`src/rtl/fsm_monitor.sv`:
```
// fsm_monitor: board-level companion for the lab FSMs.
//
// Produces the one-cycle step pulse that clocks the FSM under test,
// either free-running at TICK_HZ or one pulse per debounced push of
// step_btn. It also counts transitions and multiplexes an NUM_DIG-digit
// seven-segment display showing the FSM's output (d0), its state (d2)
// and the transition count (d4 upwards).
//
// Ports:
//   clk        board clock
//   reset      asynchronous, active-low reset
//   run        1 = free-run, 0 = halt / single-step (synchronised inside)
//   step_btn   raw push-button, active-high
//   dut_state  current state of the FSM under test
//   dut_out    output of the FSM under test
//   fsm_tick   one-cycle step pulse for the FSM under test
//   AN         digit enables, active-low, one-hot
//   CA         segments {g,f,e,d,c,b,a}, active-low
//
// Build option: define FSM_MONITOR_STEP_EN to include the single-step
// path (synchroniser, debouncer, edge detect). Without it, step_btn is
// ignored and run=0 simply halts the FSM.

module fsm_monitor #(
    parameter int CLK_HZ  = 100_000_000,
    parameter int TICK_HZ = 1,
    parameter int SCAN_HZ = 1000,
    parameter int DEB_CYC = 1_000_000,
    parameter int STATE_W = 3,
    parameter int OUT_W   = 1,
    parameter int NUM_DIG = 4
) (
    input  logic               clk,
    input  logic               reset,
    input  logic               run,
    input  logic               step_btn,
    input  logic [STATE_W-1:0] dut_state,
    input  logic [OUT_W-1:0]   dut_out,
    output logic               fsm_tick,
    output logic [NUM_DIG-1:0] AN,
    output logic [6:0]         CA
);

    localparam int DIV      = CLK_HZ / TICK_HZ;
    localparam int SCAN_DIV = CLK_HZ / SCAN_HZ;
    localparam int DIV_W    = $clog2(DIV);
    localparam int SCAN_W   = $clog2(SCAN_DIV);
    localparam int IDX_W    = $clog2(NUM_DIG);
    localparam int CNT_W    = 4 * (NUM_DIG - 4);

    localparam logic [DIV_W-1:0]  DIV_LAST  = DIV_W'(DIV - 1);
    localparam logic [SCAN_W-1:0] SCAN_LAST = SCAN_W'(SCAN_DIV - 1);
    localparam logic [IDX_W-1:0]  IDX_LAST  = IDX_W'(NUM_DIG - 1);

    function automatic logic [6:0] seg_font(input logic [3:0] v);
        logic [6:0] s;
        case (v)
            4'h0: s = 7'h40;
            4'h1: s = 7'h79;
            4'h2: s = 7'h24;
            4'h3: s = 7'h30;
            4'h4: s = 7'h19;
            4'h5: s = 7'h12;
            4'h6: s = 7'h02;
            4'h7: s = 7'h78;
            4'h8: s = 7'h00;
            4'h9: s = 7'h10;
            4'hA: s = 7'h08;
            4'hB: s = 7'h03;
            4'hC: s = 7'h46;
            4'hD: s = 7'h21;
            4'hE: s = 7'h06;
            default: s = 7'h0E;
        endcase
        return s;
    endfunction

    // ---------------- run synchroniser and free-run divider ----------------
    logic             run_meta;
    logic             run_s;
    logic [DIV_W-1:0] div_cnt;
    logic             div_hit;
    logic             step_hit;

    always_ff @(posedge clk or negedge reset) begin
        if (!reset) begin
            run_meta <= 1'b0;
            run_s    <= 1'b0;
        end else begin
            run_meta <= run;
            run_s    <= run_meta;
        end
    end

    // Held at 0 while halted so that resuming always restarts a full period.
    always_ff @(posedge clk or negedge reset) begin
        if (!reset) begin
            div_cnt <= '0;
        end else if (!run_s || div_cnt == DIV_LAST) begin
            div_cnt <= '0;
        end else begin
            div_cnt <= div_cnt + DIV_W'(1);
        end
    end

    // Not gated by run_s: a halt arriving in the terminal cycle keeps its tick.
    assign div_hit = (div_cnt == DIV_LAST);

    // ---------------- single-step path ----------------
`ifdef FSM_MONITOR_STEP_EN
    localparam int DEB_W = $clog2(DEB_CYC + 1);
    localparam logic [DEB_W-1:0] DEB_LAST = DEB_W'(DEB_CYC - 1);

    logic             btn_meta;
    logic             btn_s;
    logic             btn_deb;
    logic             btn_deb_d;
    logic [DEB_W-1:0] deb_cnt;

    always_ff @(posedge clk or negedge reset) begin
        if (!reset) begin
            btn_meta  <= 1'b0;
            btn_s     <= 1'b0;
            btn_deb   <= 1'b0;
            btn_deb_d <= 1'b0;
            deb_cnt   <= '0;
        end else begin
            btn_meta  <= step_btn;
            btn_s     <= btn_meta;
            btn_deb_d <= btn_deb;
            if (btn_s == btn_deb) begin
                deb_cnt <= '0;
            end else if (deb_cnt == DEB_LAST) begin
                // DEB_CYC consecutive cycles of disagreement: accept.
                deb_cnt <= '0;
                btn_deb <= btn_s;
            end else begin
                deb_cnt <= deb_cnt + DEB_W'(1);
            end
        end
    end

    // Edges seen while free-running are dropped, not remembered.
    assign step_hit = btn_deb & ~btn_deb_d & ~run_s;
`else
    logic unused_step_btn;
    assign unused_step_btn = step_btn;
    assign step_hit = 1'b0;
`endif

    // Registered so the FSM's clock is glitch-free.
    always_ff @(posedge clk or negedge reset) begin
        if (!reset) begin
            fsm_tick <= 1'b0;
        end else begin
            fsm_tick <= div_hit | step_hit;
        end
    end

    // ---------------- digit values ----------------
    logic [3:0] digit_val [NUM_DIG];

    assign digit_val[0] = 4'(dut_out);
    assign digit_val[1] = 4'h0;
    assign digit_val[2] = 4'(dut_state);
    assign digit_val[3] = 4'h0;

    generate
        if (NUM_DIG > 4) begin : g_cnt
            logic [CNT_W-1:0] trans_cnt;

            always_ff @(posedge clk or negedge reset) begin
                if (!reset) begin
                    trans_cnt <= '0;
                end else if (fsm_tick) begin
                    trans_cnt <= trans_cnt + CNT_W'(1);
                end
            end

            for (genvar gi = 0; gi < NUM_DIG - 4; gi++) begin : g_nib
                assign digit_val[4 + gi] = trans_cnt[4*gi +: 4];
            end
        end
    endgenerate

    // ---------------- display scan ----------------
    logic [SCAN_W-1:0] scan_cnt;
    logic [IDX_W-1:0]  dig_idx;

    always_ff @(posedge clk or negedge reset) begin
        if (!reset) begin
            scan_cnt <= '0;
            dig_idx  <= '0;
            AN       <= '1;
            CA       <= 7'h7F;
        end else begin
            if (scan_cnt == SCAN_LAST) begin
                scan_cnt <= '0;
                dig_idx  <= (dig_idx == IDX_LAST) ? '0 : dig_idx + IDX_W'(1);
            end else begin
                scan_cnt <= scan_cnt + SCAN_W'(1);
            end
            AN <= ~(NUM_DIG'(1) << dig_idx);
            CA <= seg_font(digit_val[dig_idx]);
        end
    end

endmodule

```
`config.mk`:
```
export PLATFORM = sky130hd
export DESIGN_NAME = fsm_monitor
export DESIGN_NICKNAME = d
export VERILOG_FILES = /design/src/rtl/fsm_monitor.sv
export SDC_FILE = /design/constraint.sdc
export NUM_CORES = 1
export LEC_CHECK = 0
export ABC_AREA = 1
export ABC_CLOCK_PERIOD_IN_PS = 1400
export CAP_MARGIN = 20
export CORE_MARGIN = 8
export CORE_UTILIZATION = 50
export CTS_CLUSTER_DIAMETER = 60
export DETAILED_ROUTE_END_ITERATION = 7
export PLACE_DENSITY_LB_ADDON = 0.25
export REMOVE_ABC_BUFFERS = 1
export SLEW_MARGIN = 30
export SYNTH_ARGS = -nofsm -noshare
export SYNTH_HDL_FRONTEND = slang
export SYNTH_SLANG_ARGS = --single-unit
```
`constraint.sdc`:
```
create_clock -name clk -period 1.4 [get_ports clk]
set_input_delay 0.28 -clock clk [delete_from_list [all_inputs] [get_ports clk]]
set_output_delay 0.28 -clock clk [all_outputs]
set_load 0.02 [all_outputs]
```
# Word-level counts from Yosys, hierarchy flattened
# Memories as Yosys holds them, arrays and structs flattened. A register that Yosys moved wholly into a read port is not among the register bits.
# Index checks and enable logic that the tools add are counted.
# classes
n_shift	1
n_addsub	3
mux	6
n_reduce_logical	3
magnitude_cmp	1
eq_ne	3
bitwise_logic	2
# op_table
op	n
adder 27 x 1 -> 27 bit, second input constant	1
== test 27 bit, second input constant	1
two-way mux 27 bit	1
adder 17 x 1 -> 17 bit, second input constant	1
== test 17 bit, second input constant	1
two-way mux 17 bit	1
binary-select mux 4 bit (select 2 bit)	1
two-way mux 4 bit	2
NOT 4 bit	1
left shift 1 x 2 -> 4 bit, first input constant	1
greater-or-equal comparator 3 bit, second input constant	1
NOT 2 -> 3 bit	1
adder 2 x 1 -> 2 bit, second input constant	1
== test 2 bit, second input constant	1
logical NOT 1 bit	2
two-way mux 2 bit	1
logical OR 1 bit	1
# totals
memories	1
regBits	53
word_cells	27
rom_bits	112
out_inout_bits	12
in_bits	8
# memory_table
memory	depth	word_bits	read_ports	rd_ports_with_merged_regs	write_ports	line_no	source
(no name shown)	16	7	1	1	0	57	case (v)

# Logic depth before layout (Yosys ltp)
# depth
depth_word	4
ltp_mapped	9
ltp_nobuf	9

# Least setup slack after synthesis
# No wires, ideal clock.
# synth_path
path_kind	register -> register
startpoint	register div_cnt[0]
endpoint	register div_cnt[5]
slack_ps	-117
path_buffers	1
path_stages_with_launch	10
required_time_ps	1280
period_less_slack_ps	1517
setup_ps	120
t_arrival_ps	1397
cell_sequence	dfrtp_1 ha_1 nand3_2 inv_2 nand2_4 nor2_4 nand2_4 nand2_8 buf_12 nor2_1
# synth_via
elab_chain_len	3
word_cells_on_any_way	4
cone_classes	add/sub (1); eq/ne (1); mux (1); reduce/logical (1)
# synth_lines
item	line_no	source
from (decl)	81	logic [DIV_W-1:0] div_cnt;
from (signal assigned)	102	div_cnt <= div_cnt + DIV_W'(1);
parallel branches: the longest is 2 deep, another holds adder 27 x 1 -> 27 bit	-	
two-way mux 27 bit *	99	end else if (!run_s || div_cnt == DIV_LAST) begin
# Mark *: on every way between the ends.
# A chain may end at the register's enable or synchronous reset.

# Worst setup path in the final report
# layout_path
startpoint	register div_cnt[13]
endpoint	register div_cnt[26]
# The elaborated chain is that of the path after synthesis.

==> results.json <==
{
  "status": "finished with violations",
  "violations": "setup timing",
  "antenna_found_initial": 0,
  "syn_area_per_cell_sq_um": 7.94,
  "p_sw_share_pct": 21.4,
  "crit_type": "register to register",
  "synth_area_leaders": "dfrtp_1 (39%), nand2_1 (12%), nor2_1 (11%)",
  "drtIter0Drc": 111,
  "path_clk_slew_ns": 0.07,
  "vdd_drop_max_v": 0.000587,
  "yosysWarnings": 0,
  "worstSetupEndpointType": "register",
  "grt-ovfl-total": 0,
  "clock_skew_ns": 0.0124,
  "root_buffer": "clkbuf_8",
  "slew_violations": 0,
  "core_area_sq_mm": 0.00624,
  "maxSlewHeadroom_pct": 52.9,
  "combPwrFrac_pct": 4.4,
  "p_per_area_mw_per_mm2": 879,
  "cp-start-kind": "register",
  "wire_per_inst_um": 13.9,
  "synthTopCellsByCount": "nand2_1 (105), nor2_1 (90), dfrtp_1 (49), inv_1 (48), nand3_1 (21)",
  "fin_nets": 498,
  "nFillCells": 458,
  "fin_crit_ns": 1.51,
  "yosysTopAreaCellShare_pct": 38.8,
  "num_vias": 2842,
  "synth_area_sq_mm": 0.00316,
  "yosys.area.top_type": "dfrtp_1",
  "pin_count": 20,
  "ys_seq_area_share_pct": 48.0,
  "p_int_w": 0.00296,
  "grt_max_degree": 37,
  "worstPathArrival_ns": 1.79,
  "p_switching_w": 0.000806,
  "power_frac_clock_pct": 48.4,
  "drv_cap": 0,
  "htreeDepth": 3,
  "fmaxAchievable_mhz": 662,
  "fp.dieH_um": 95.5,
  "grt_pass1_vias": 2713,
  "hpwl_mm": 4.87,
  "cts_tree": "built",
  "ys_async_sr_fraction_pct": 100,
  "cts.sinks": 60,
  "timing.final.ws_setup_ns": -0.112,
  "cts-buffers-inserted": 9,
  "syn_to_final_growth_pct": 35.6,
  "drive_gt1_share_pct": 33.1,
  "path_max_fanout": 2,
  "finalSetupTns_ns": -1.24,
  "clock_path_buffers": 2,
  "fin_crit_sh_pct": 108,
  "insertion_delay_ns": 0.35,
  "drt-total-wl_mm": 7.82,
  "setup_viol": 27,
  "diodes": 0,
  "place_congestion": 0.882,
  "port_buffers": 18,
  "cp.required_ns": 1.68,
  "antenna_left": 0,
  "final_cell_area_sq_mm": 0.00428,
  "start_util_pct": 50.6,
  "hold_viol": 0,
  "track_usage_pct": 17.4,
  "yosysUniqueCellTypes": 23,
  "vias_per_cell": 5.07,
  "drcViolationCount": 0,
  "placed_cell_area_sq_mm": 0.00373,
  "ys_ff_latch": 60,
  "dieArea_sq_mm": 0.00912,
  "p_leak_nw": 1.94,
  "grt_first_pass_wirelength_mm": 12.1,
  "synth_edf_count": 0,
  "synth_ff_type": "dfrtp_1",
  "syn_inst": 398,
  "die_x_um": 95.5,
  "hold_path.class": "register to register",
  "pwr-share-seq_pct": 47.1,
  "worstMarginPinSlew_ns": 0.707,
  "pre_cts_ws_ns": -0.292,
  "yosysMostFrequentCell": "nand2_1",
  "dr.pass1.iters": 5,
  "rows": 29,
  "grt_setup_unrepaired": "yes"
}
-- layer usage --
layer  part of all wire [%]  wire length (um)  global-route usage, %  up-vias
li1                       -                 -                      -     1378
met1                     40              3140                   19.6     1332
met2                     50              3920                   29.9      102
met3                    5.9               462                   4.33       30
met4                    3.8               296                   8.83        0
met5                      0                 0                      0        -
-- worst max-delay path, cell delays in order (launching register included) --
cell     delay (ns)
dfrtp_1        0.36
buf_4          0.13
nand2_1        0.07
nor2_1         0.23
nand2_1        0.15
nor2_1         0.20
nand2_1        0.10
nand2_1        0.07
nand2_1        0.05
nor2_1         0.09
-- cells by family after synthesis --
family | synth area share, %
compound gates | 2.53
xor+xnor | 6.65
fa+ha+maj | 4.36
buf+inv | 6.81
flops | 48.0
simple gates | 31.7
-- through the flow --
stage                     utilization, %  hold WS, ns  instances  total power (W)
after detailed placement            59.7        0.226        533          0.00194
after global routing                68.6        0.376        561          0.00389
after floorplan                        -      -0.0156        396          0.00185
after CTS                           64.3        0.355        554          0.00378
after global placement              59.7        0.224        533          0.00194
final                               68.6        0.363        561          0.00377
-- cell type report --
| cell class | instances | area (sq um) | share of cell area [%] |
|---|---|---|---|
| Multi-Input combinational cell | 290 | 1720 | 40.2 |
| Sequential cell | 60 | 1520 | 35.5 |
| Timing Repair Buffer | 69 | 524 | 12.2 |
| Inverter | 49 | 186 | 4.35 |
| Clock buffer | 12 | 165 | 3.86 |
| Tap cell | 77 | 96.3 | 2.25 |
| Clock inverter | 4 | 70.1 | 1.64 |
-- power by group through the flow --
stage,Sequential [W],Clock (W),Combinational [W]
global route,0.00178,0.00192,0.000186
global placement,0.00179,0,0.000143
CTS,0.00177,0.00186,0.000152
floorplan,0.00181,0,0.0000393
finish,0.00178,0.00182,0.000167
detailed placement,0.00180,0,0.000145
-- placed cells by master (no fill, tap or decap), types with 2 or more instances in the layout --
cell type | Yosys | layout
nand4_1 | 2 | 2
clkbuf_8 | 0 | 12
buf_2 | 0 | 12
xor2_2 | 0 | 3
nor2_4 | 1 | 12
buf_6 | 1 | 2
clkdlybuf4s50_1 | 0 | 5
inv_1 | 48 | 40
dfrtp_1 | 49 | 46
nand2_2 | 0 | 3
nand2_8 | 1 | 6
nand2_4 | 2 | 2
inv_2 | 1 | 8
nor2_1 | 90 | 63
ha_4 | 0 | 2
dfstp_2 | 11 | 11
clkinv_2 | 0 | 2
o21ai_0 | 9 | 7
nand3_1 | 21 | 21
buf_4 | 0 | 47
nand2_1 | 105 | 100
xor2_1 | 18 | 15
a21oi_1 | 4 | 4
bufinv_16 | 0 | 2
dfrtp_2 | 0 | 3
ha_1 | 11 | 8
o21bai_1 | 2 | 2
nor3_1 | 3 | 2
xnor2_1 | 6 | 6
nor2_2 | 9 | 25
-- repair_timing --
item	CTS	global route
cloned	2	1
endpoints found under the hold margin	12	0
setup buffers	2	6
hold buffers	1	0
pin swaps	5	9
setup endpoints to repair	43	44
resized for setup	55	67
-- sequential cells by signal (all words and copies together) (netlist names) --
| signal | count |
|---|---|
| fsm_tick | 1 |
| AN | 4 |
| CA | 7 |
| dig_idx | 2 |
| scan_cnt | 17 |
| run_meta | 1 |
| div_cnt | 27 |
| run_s | 1 |
-- worst paths after layout --
| kind | from | end | slack [ns] | cells past startpoint |
|---|---|---|---|---|
| max | div_cnt[13] | div_cnt[26] | -0.11 | 9 |
| min | run_meta | run_s | 0.36 | 0 |
| max reg2reg | div_cnt[13] | div_cnt[26] | -0.11 | 9 |
| min reg2reg | run_meta | run_s | 0.36 | 0 |
| max in group asynchronous | reset | AN[1] | 0.44 | 3 |
| min in group asynchronous | reset | div_cnt[7] | 0.37 | 2 |
Note: power is estimated with default switching activity, not from simulation.
